$ cat config.mk
export PLATFORM = sky130hd
export DESIGN_NAME = irq_ctrl
export DESIGN_NICKNAME = d
export VERILOG_FILES = /design/src/rtl/irq_ctrl.sv
export SDC_FILE = /design/constraint.sdc
export NUM_CORES = 1
export LEC_CHECK = 0
export CAP_MARGIN = 30
export CORE_UTILIZATION = 25
export CTS_CLUSTER_DIAMETER = 40
export DETAILED_ROUTE_END_ITERATION = 7
export SLEW_MARGIN = 20
export SYNTH_ARGS = -nofsm -noshare
export SYNTH_HDL_FRONTEND = slang
export SYNTH_SLANG_ARGS = --single-unit
export TNS_END_PERCENT = 30
$ cat constraint.sdc
create_clock -name clk -period 2.6 [get_ports clk]
set_clock_uncertainty 0.15 [all_clocks]
set_input_delay 0.78 -clock clk [delete_from_list [all_inputs] [get_ports clk]]
set_output_delay 0.78 -clock clk [all_outputs]
set_load 0.05 [all_outputs]
$ cat src/rtl/irq_ctrl.sv
// Programmable interrupt controller: per-source sync, edge/level capture, mask + GIE,
// registered CPU interrupt vector and a 4-word bus register window.
module irq_ctrl #(
  parameter int unsigned N_SRC       = 6,
  parameter int unsigned SYNC_STAGES = 2
) (
  input  logic             clk,
  input  logic             sys_rstn,
  input  logic             we,
  input  logic [1:0]       addr,
  input  logic [31:0]      wd,
  output logic [31:0]      rd,
  input  logic [N_SRC-1:0] irq_src,
  output logic [N_SRC-1:0] ip_out,
  output logic             int_req
);

  localparam logic [1:0] AddrPend = 2'd0;
  localparam logic [1:0] AddrMask = 2'd1;
  localparam logic [1:0] AddrMode = 2'd2;
  localparam logic [1:0] AddrVec  = 2'd3;

  logic [N_SRC-1:0]   sync_q [SYNC_STAGES];
  logic [N_SRC-1:0]   prev_q;
  logic [SYNC_STAGES:0] warm_q;
  logic [N_SRC-1:0]   pend_q, pend_d;
  logic [N_SRC-1:0]   mask_q, mask_d;
  logic [N_SRC-1:0]   mode_q, mode_d;
  logic               gie_q, gie_d;
  logic [N_SRC-1:0]   ip_q, ip_d;
  logic               req_q, req_d;

  logic [N_SRC-1:0]   sync_out;
  logic [N_SRC-1:0]   edge_ev;
  logic [N_SRC-1:0]   pend_clr;
  logic [N_SRC-1:0]   active;
  logic               mode_we;
  logic [2:0]         vec_idx;

  assign sync_out = sync_q[SYNC_STAGES-1];

  // Edges are suppressed until prev has caught up with a fully primed chain, so a source
  // held high through reset release never looks like a fresh edge.
  assign edge_ev  = sync_out & ~prev_q & {N_SRC{warm_q[SYNC_STAGES]}};

  assign mode_we  = we && (addr == AddrMode);
  assign pend_clr = (we && (addr == AddrPend)) ? wd[N_SRC-1:0] : '0;
  assign active   = pend_q & mask_q;

  always_comb begin
    for (int i = 0; i < int'(N_SRC); i++) begin
      if (mode_we) begin
        pend_d[i] = 1'b0;
      end else if (mode_q[i]) begin
        pend_d[i] = sync_out[i];
      end else begin
        pend_d[i] = edge_ev[i] | (pend_q[i] & ~pend_clr[i]);
      end
    end
  end

  always_comb begin
    mask_d = mask_q;
    gie_d  = gie_q;
    mode_d = mode_q;
    if (we && (addr == AddrMask)) begin
      mask_d = wd[N_SRC-1:0];
      gie_d  = wd[31];
    end
    if (mode_we) begin
      mode_d = wd[N_SRC-1:0];
    end
    ip_d  = active & {N_SRC{gie_q}};
    req_d = (|active) & gie_q;
  end

  // Fixed priority: scan downwards so the lowest active index wins.
  always_comb begin
    vec_idx = 3'd0;
    for (int i = int'(N_SRC) - 1; i >= 0; i--) begin
      if (active[i]) begin
        vec_idx = 3'(i);
      end
    end
  end

  always_comb begin
    rd = '0;
    unique case (addr)
      AddrPend: rd[N_SRC-1:0] = pend_q;
      AddrMask: begin
        rd[N_SRC-1:0] = mask_q;
        rd[31]        = gie_q;
      end
      AddrMode: rd[N_SRC-1:0] = mode_q;
      AddrVec: begin
        if (|active) begin
          rd[31]  = 1'b1;
          rd[2:0] = vec_idx;
        end
      end
      default: rd = '0;
    endcase
  end

  always_ff @(posedge clk or negedge sys_rstn) begin
    if (!sys_rstn) begin
      for (int s = 0; s < int'(SYNC_STAGES); s++) begin
        sync_q[s] <= '0;
      end
      prev_q <= '0;
      warm_q <= '0;
      pend_q <= '0;
      mask_q <= '0;
      mode_q <= '0;
      gie_q  <= 1'b0;
      ip_q   <= '0;
      req_q  <= 1'b0;
    end else begin
      sync_q[0] <= irq_src;
      for (int s = 1; s < int'(SYNC_STAGES); s++) begin
        sync_q[s] <= sync_q[s-1];
      end
      prev_q <= sync_out;
      warm_q <= {warm_q[SYNC_STAGES-1:0], 1'b1};
      pend_q <= pend_d;
      mask_q <= mask_d;
      mode_q <= mode_d;
      gie_q  <= gie_d;
      ip_q   <= ip_d;
      req_q  <= req_d;
    end
  end

  assign ip_out  = ip_q;
  assign int_req = req_q;

endmodule

==> out/metrics.yaml <==
outcome:
  status: "finished clean"
power_and_ir_drop:
  comb_power_share_pct: 28.8
  pwr-share-clk_pct: 25.7
  leakage_nw: 1.16
  p_sw_mw: 0.648
  power.share.switching_pct: 32.7
  power.ir.vdd_worst_mv: 0.240
  internal_power_of_the_cells_mw: 1.33
  power.share.sequential_pct: 45.5
  power_per_cell_area_mw_per_mm2: 753
logic_synthesis:
  ys_seq_area_share_pct: 58.3
  synth_top_family_by_area: "simple AND/OR/NAND/NOR gates"
  syn-mean-instance-area_sq_um: 11.9
  share_of_the_synthesized_area_in_compound_gates_ao_oa_aoi_oai_pct: 8.12
  synth-simple-area-share_pct: 12.8
  yosysUniqueCellTypes: 32
  synthesis.instances: 169
  yosys_warnings: 0
  synthAdderAreaFrac_pct: 0
  post_synth_mux_area_share_pct: 9.49
  synth_enable_flop_cells: 0
  post_synthesis_register_bit_count: 47
  post_synth_instance_area_sq_mm: 0.00202
  synth_async_sr_flop_share_pct: 100
  synth-main-ff-cell: "sky130_fd_sc_hd__dfrtp_1"
  post_synth_xor_area_fraction_pct: 0
setup_path:
  required_ns: 1.67
  endpoint: "rd[2]"
  worst-r2r-cell-count: 3
  cp-startpoint: "addr[1]"
  timing.rr.start: "pend_q[4]"
  r2r_slack_ns: 1.32
  cp_data_arrival_time_ns: 1.64
  critical_path_peak_fanout: 6
  critPathCaptureType: "primary output"
  crit_path_start_kind: "primary input"
  critical_path.reg2reg.endpoint: "int_req"
  critPathKind: "in -> out"
global_routing:
  grt_pass1_wl_microns: 6130
  grt_start_max_net_pins: 26
  grt.total_usage_pct: 9.65
  via_count_of_the_first_global_routing_pass: 1220
  antenna_found_initial: 0
  grt_overflow_total: 0
finish:
  design.final.nets: 259
  antenna_cells: 0
  post_route_cells_drive_above_1_share_pct: 26.9
  utilization_pct: 33.9
  final_cell_count_no_fill: 318
  final.fill_count: 802
  syn2layout_area_growth_pct: 30.4
sta:
  final_period_minus_worst_setup_slack_ns: 2.57
  maxClockFrequency_ghz: 0.390
  min_period_over_period_pct: 98.7
  timing.final.setup_violations: 0
  worst_slew_pin_slew_ns: 0.566
  grt_setup_unrepaired: "yes"
  final-max-slew-violation-count: 0
  slew_headroom_pct: 62.3
  hold_viol: 0
floorplanning:
  die_width_microns: 91.9
  rows: 32
  dieHeight_microns: 91.9
  design.die.area_sq_mm: 0.00844
  floorplan.io_pins: 82
  placeableCoreArea_sq_mm: 0.00777
  initial_standard_cell_utilization_of_the_core_pct: 26.0
detailed_routing:
  drtPass1Iterations: 4
  via_per_inst: 4.04
  wl_per_cell_microns: 11.9
  dr.max_layer_used: "met4"
  met3RoutedLength_microns: 217
  via_count: 1286
  detailroute.wirelength.met2_microns: 1800
  drc_errors: 0
  initialDrtViolationCount: 64
  length_of_routed_wiring_on_met1_microns: 1730
  drt_wl_total_microns: 3790
  antenna_left: 0
cts:
  htreeDepth: 2
  tritoncts: "built"
  clock_tree.buffer_depth: 2
  numCtsBuffers: 5
  clock_latency_ns: 0.30
  clockRootBuffer: "sky130_fd_sc_hd__clkbuf_8"
  clkSlewWorstSetupHoldPaths_ns: 0.08
  number_of_sinks_driven_by_the_clock_tree: 47
  ctsHoldBuffers: 0
place:
  portBuffers: 31
  dp_hpwl_microns: 2800
  place.gp.congestion: 0.826
  placed_cells_incl_taps: 310
flow_run:
  maxCapViolations: 0
worst_hold_path:
  hp-start: "sync_q[11]"
  timing.hold.worst.class: "reg -> reg"
[synth_stat cells, types with 2 or more instances]
cell                       count  area (sq um)
sky130_fd_sc_hd__dfrtp_1      47          1180
sky130_fd_sc_hd__buf_4        27           203
sky130_fd_sc_hd__nand2_1      15          56.3
sky130_fd_sc_hd__mux2_2       12           135
sky130_fd_sc_hd__a21oi_1      10          50.1
sky130_fd_sc_hd__o21ai_0      10          50.1
sky130_fd_sc_hd__nor2b_1       6          37.5
sky130_fd_sc_hd__and3_1        5          31.3
sky130_fd_sc_hd__nand3b_1      5          37.5
sky130_fd_sc_hd__mux2i_1       3          30.0
sky130_fd_sc_hd__nor2_1        3          11.3
sky130_fd_sc_hd__conb_1        2          7.51
sky130_fd_sc_hd__inv_1         2          7.51
sky130_fd_sc_hd__nand3_1       2          10.0
sky130_fd_sc_hd__nor3_1        2          10.0
sky130_fd_sc_hd__nor3b_1       2          15.0
[state kept, by name, indices dropped and copies added (netlist names)]
| signal | count |
|---|---|
| gie_q | 1 |
| int_req | 1 |
| ip_out | 6 |
| mask_q | 6 |
| mode_q | 6 |
| pend_q | 6 |
| prev_q | 6 |
| sync_out | 6 |
| sync_q | 6 |
| warm_q | 3 |
[cell type report]
cell class	instances	area (sq um)	share of cell area [%]
Sequential cell	47	1180	44.8
Tap cell	102	128	4.85
Multi-Input combinational cell	116	742	28.2
Clock buffer	6	72.6	2.76
Inverter	2	7.51	0.285
Clock inverter	1	30.0	1.14
Timing Repair Buffer	44	473	18.0
[worst min path at each step]
stage / to / slack [ns] / cells after the start
2_1_floorplan: sync_out[0] / 0.18 / 0
3_3_place_gp: warm_q[1] / 0.18 / 0
3_5_place_dp: sync_out[5] / 0.18 / 0
4_1_cts: sync_out[5] / 0.20 / 0
5_1_grt: warm_q[2] / 0.21 / 0
6_report: sync_out[5] / 0.20 / 0
[metrics by stage]
step	area, sq um	setup WS (ns)	power [mW]	hold WS, ns	TNS (ns)
CTS	2600	-0.0201	1.99	0.204	-0.0201
global placement	2500	-0.571	1.46	0.181	-3.06
floorplan	2120	-0.0524	1.28	0.181	-0.200
global route	2630	-0.0155	2.08	0.208	-0.0254
finish	2630	0.0344	1.98	0.203	0
detailed placement	2500	-0.571	1.47	0.185	-3.04
[power by group through the flow]
stage	clock network, mW	logic [mW]	registers [mW]
floorplan	0	0.341	0.940
global placement	0	0.551	0.907
detailed placement	0	0.558	0.910
CTS	0.531	0.563	0.896
global route	0.558	0.607	0.915
finish	0.510	0.571	0.901
[layer usage]
layer | GRT usage, % | up-vias
met2 | 14.7 | 42
met1 | 12.3 | 616
met4 | 3.52 | 0
met3 | 3.90 | 5
li1 | - | 623
met5 | 0 | -
[cells in the final DEF (no fill, tap or decap), drive strengths merged]
| cell type | netlist | routed |
|---|---|---|
| mux4 | 1 | 1 |
| o211ai | 1 | 1 |
| bufinv | 0 | 1 |
| and3 | 6 | 6 |
| nor3b | 2 | 2 |
| a32o | 1 | 1 |
| buf | 28 | 23 |
| a22oi | 2 | 2 |
| o32a | 1 | 1 |
| o2bb2ai | 1 | 1 |
| nand3b | 5 | 5 |
| clkdlybuf4s50 | 0 | 21 |
| and4 | 1 | 1 |
| inv | 2 | 2 |
| and2 | 1 | 1 |
| a21oi | 10 | 10 |
| clkbuf | 0 | 6 |
| nand3 | 2 | 2 |
| nor3 | 2 | 2 |
| nor2b | 6 | 6 |
| dfrtp | 47 | 47 |
| nor2 | 4 | 4 |
| mux2 | 12 | 12 |
| conb | 2 | 26 |
| o21ai | 10 | 10 |
| nand2 | 16 | 16 |
| a21boi | 1 | 1 |
| mux2i | 3 | 3 |
| nand4 | 1 | 1 |
| and2b | 1 | 1 |
[what timing repair did]
item | 4_1_cts | 5_1_grt
buffers inserted | 0 | 1
pin swaps | 1 | 5
endpoints found under the setup margin | 7 | 3
gates resized for setup | 12 | 12
[kinds of logic after synthesis]
kind of cell,count (synthesis)
flops,47
simple gates,47
buf+inv,30
compound gates,27
mux,16
other cells,2
[critical path: stages]
cell and delay (ns):
sky130_fd_sc_hd__buf_2 0.15, sky130_fd_sc_hd__buf_6 0.14, sky130_fd_sc_hd__o32a_1 0.40, sky130_fd_sc_hd__buf_12 0.17
(Power assumes the default switching activity.)
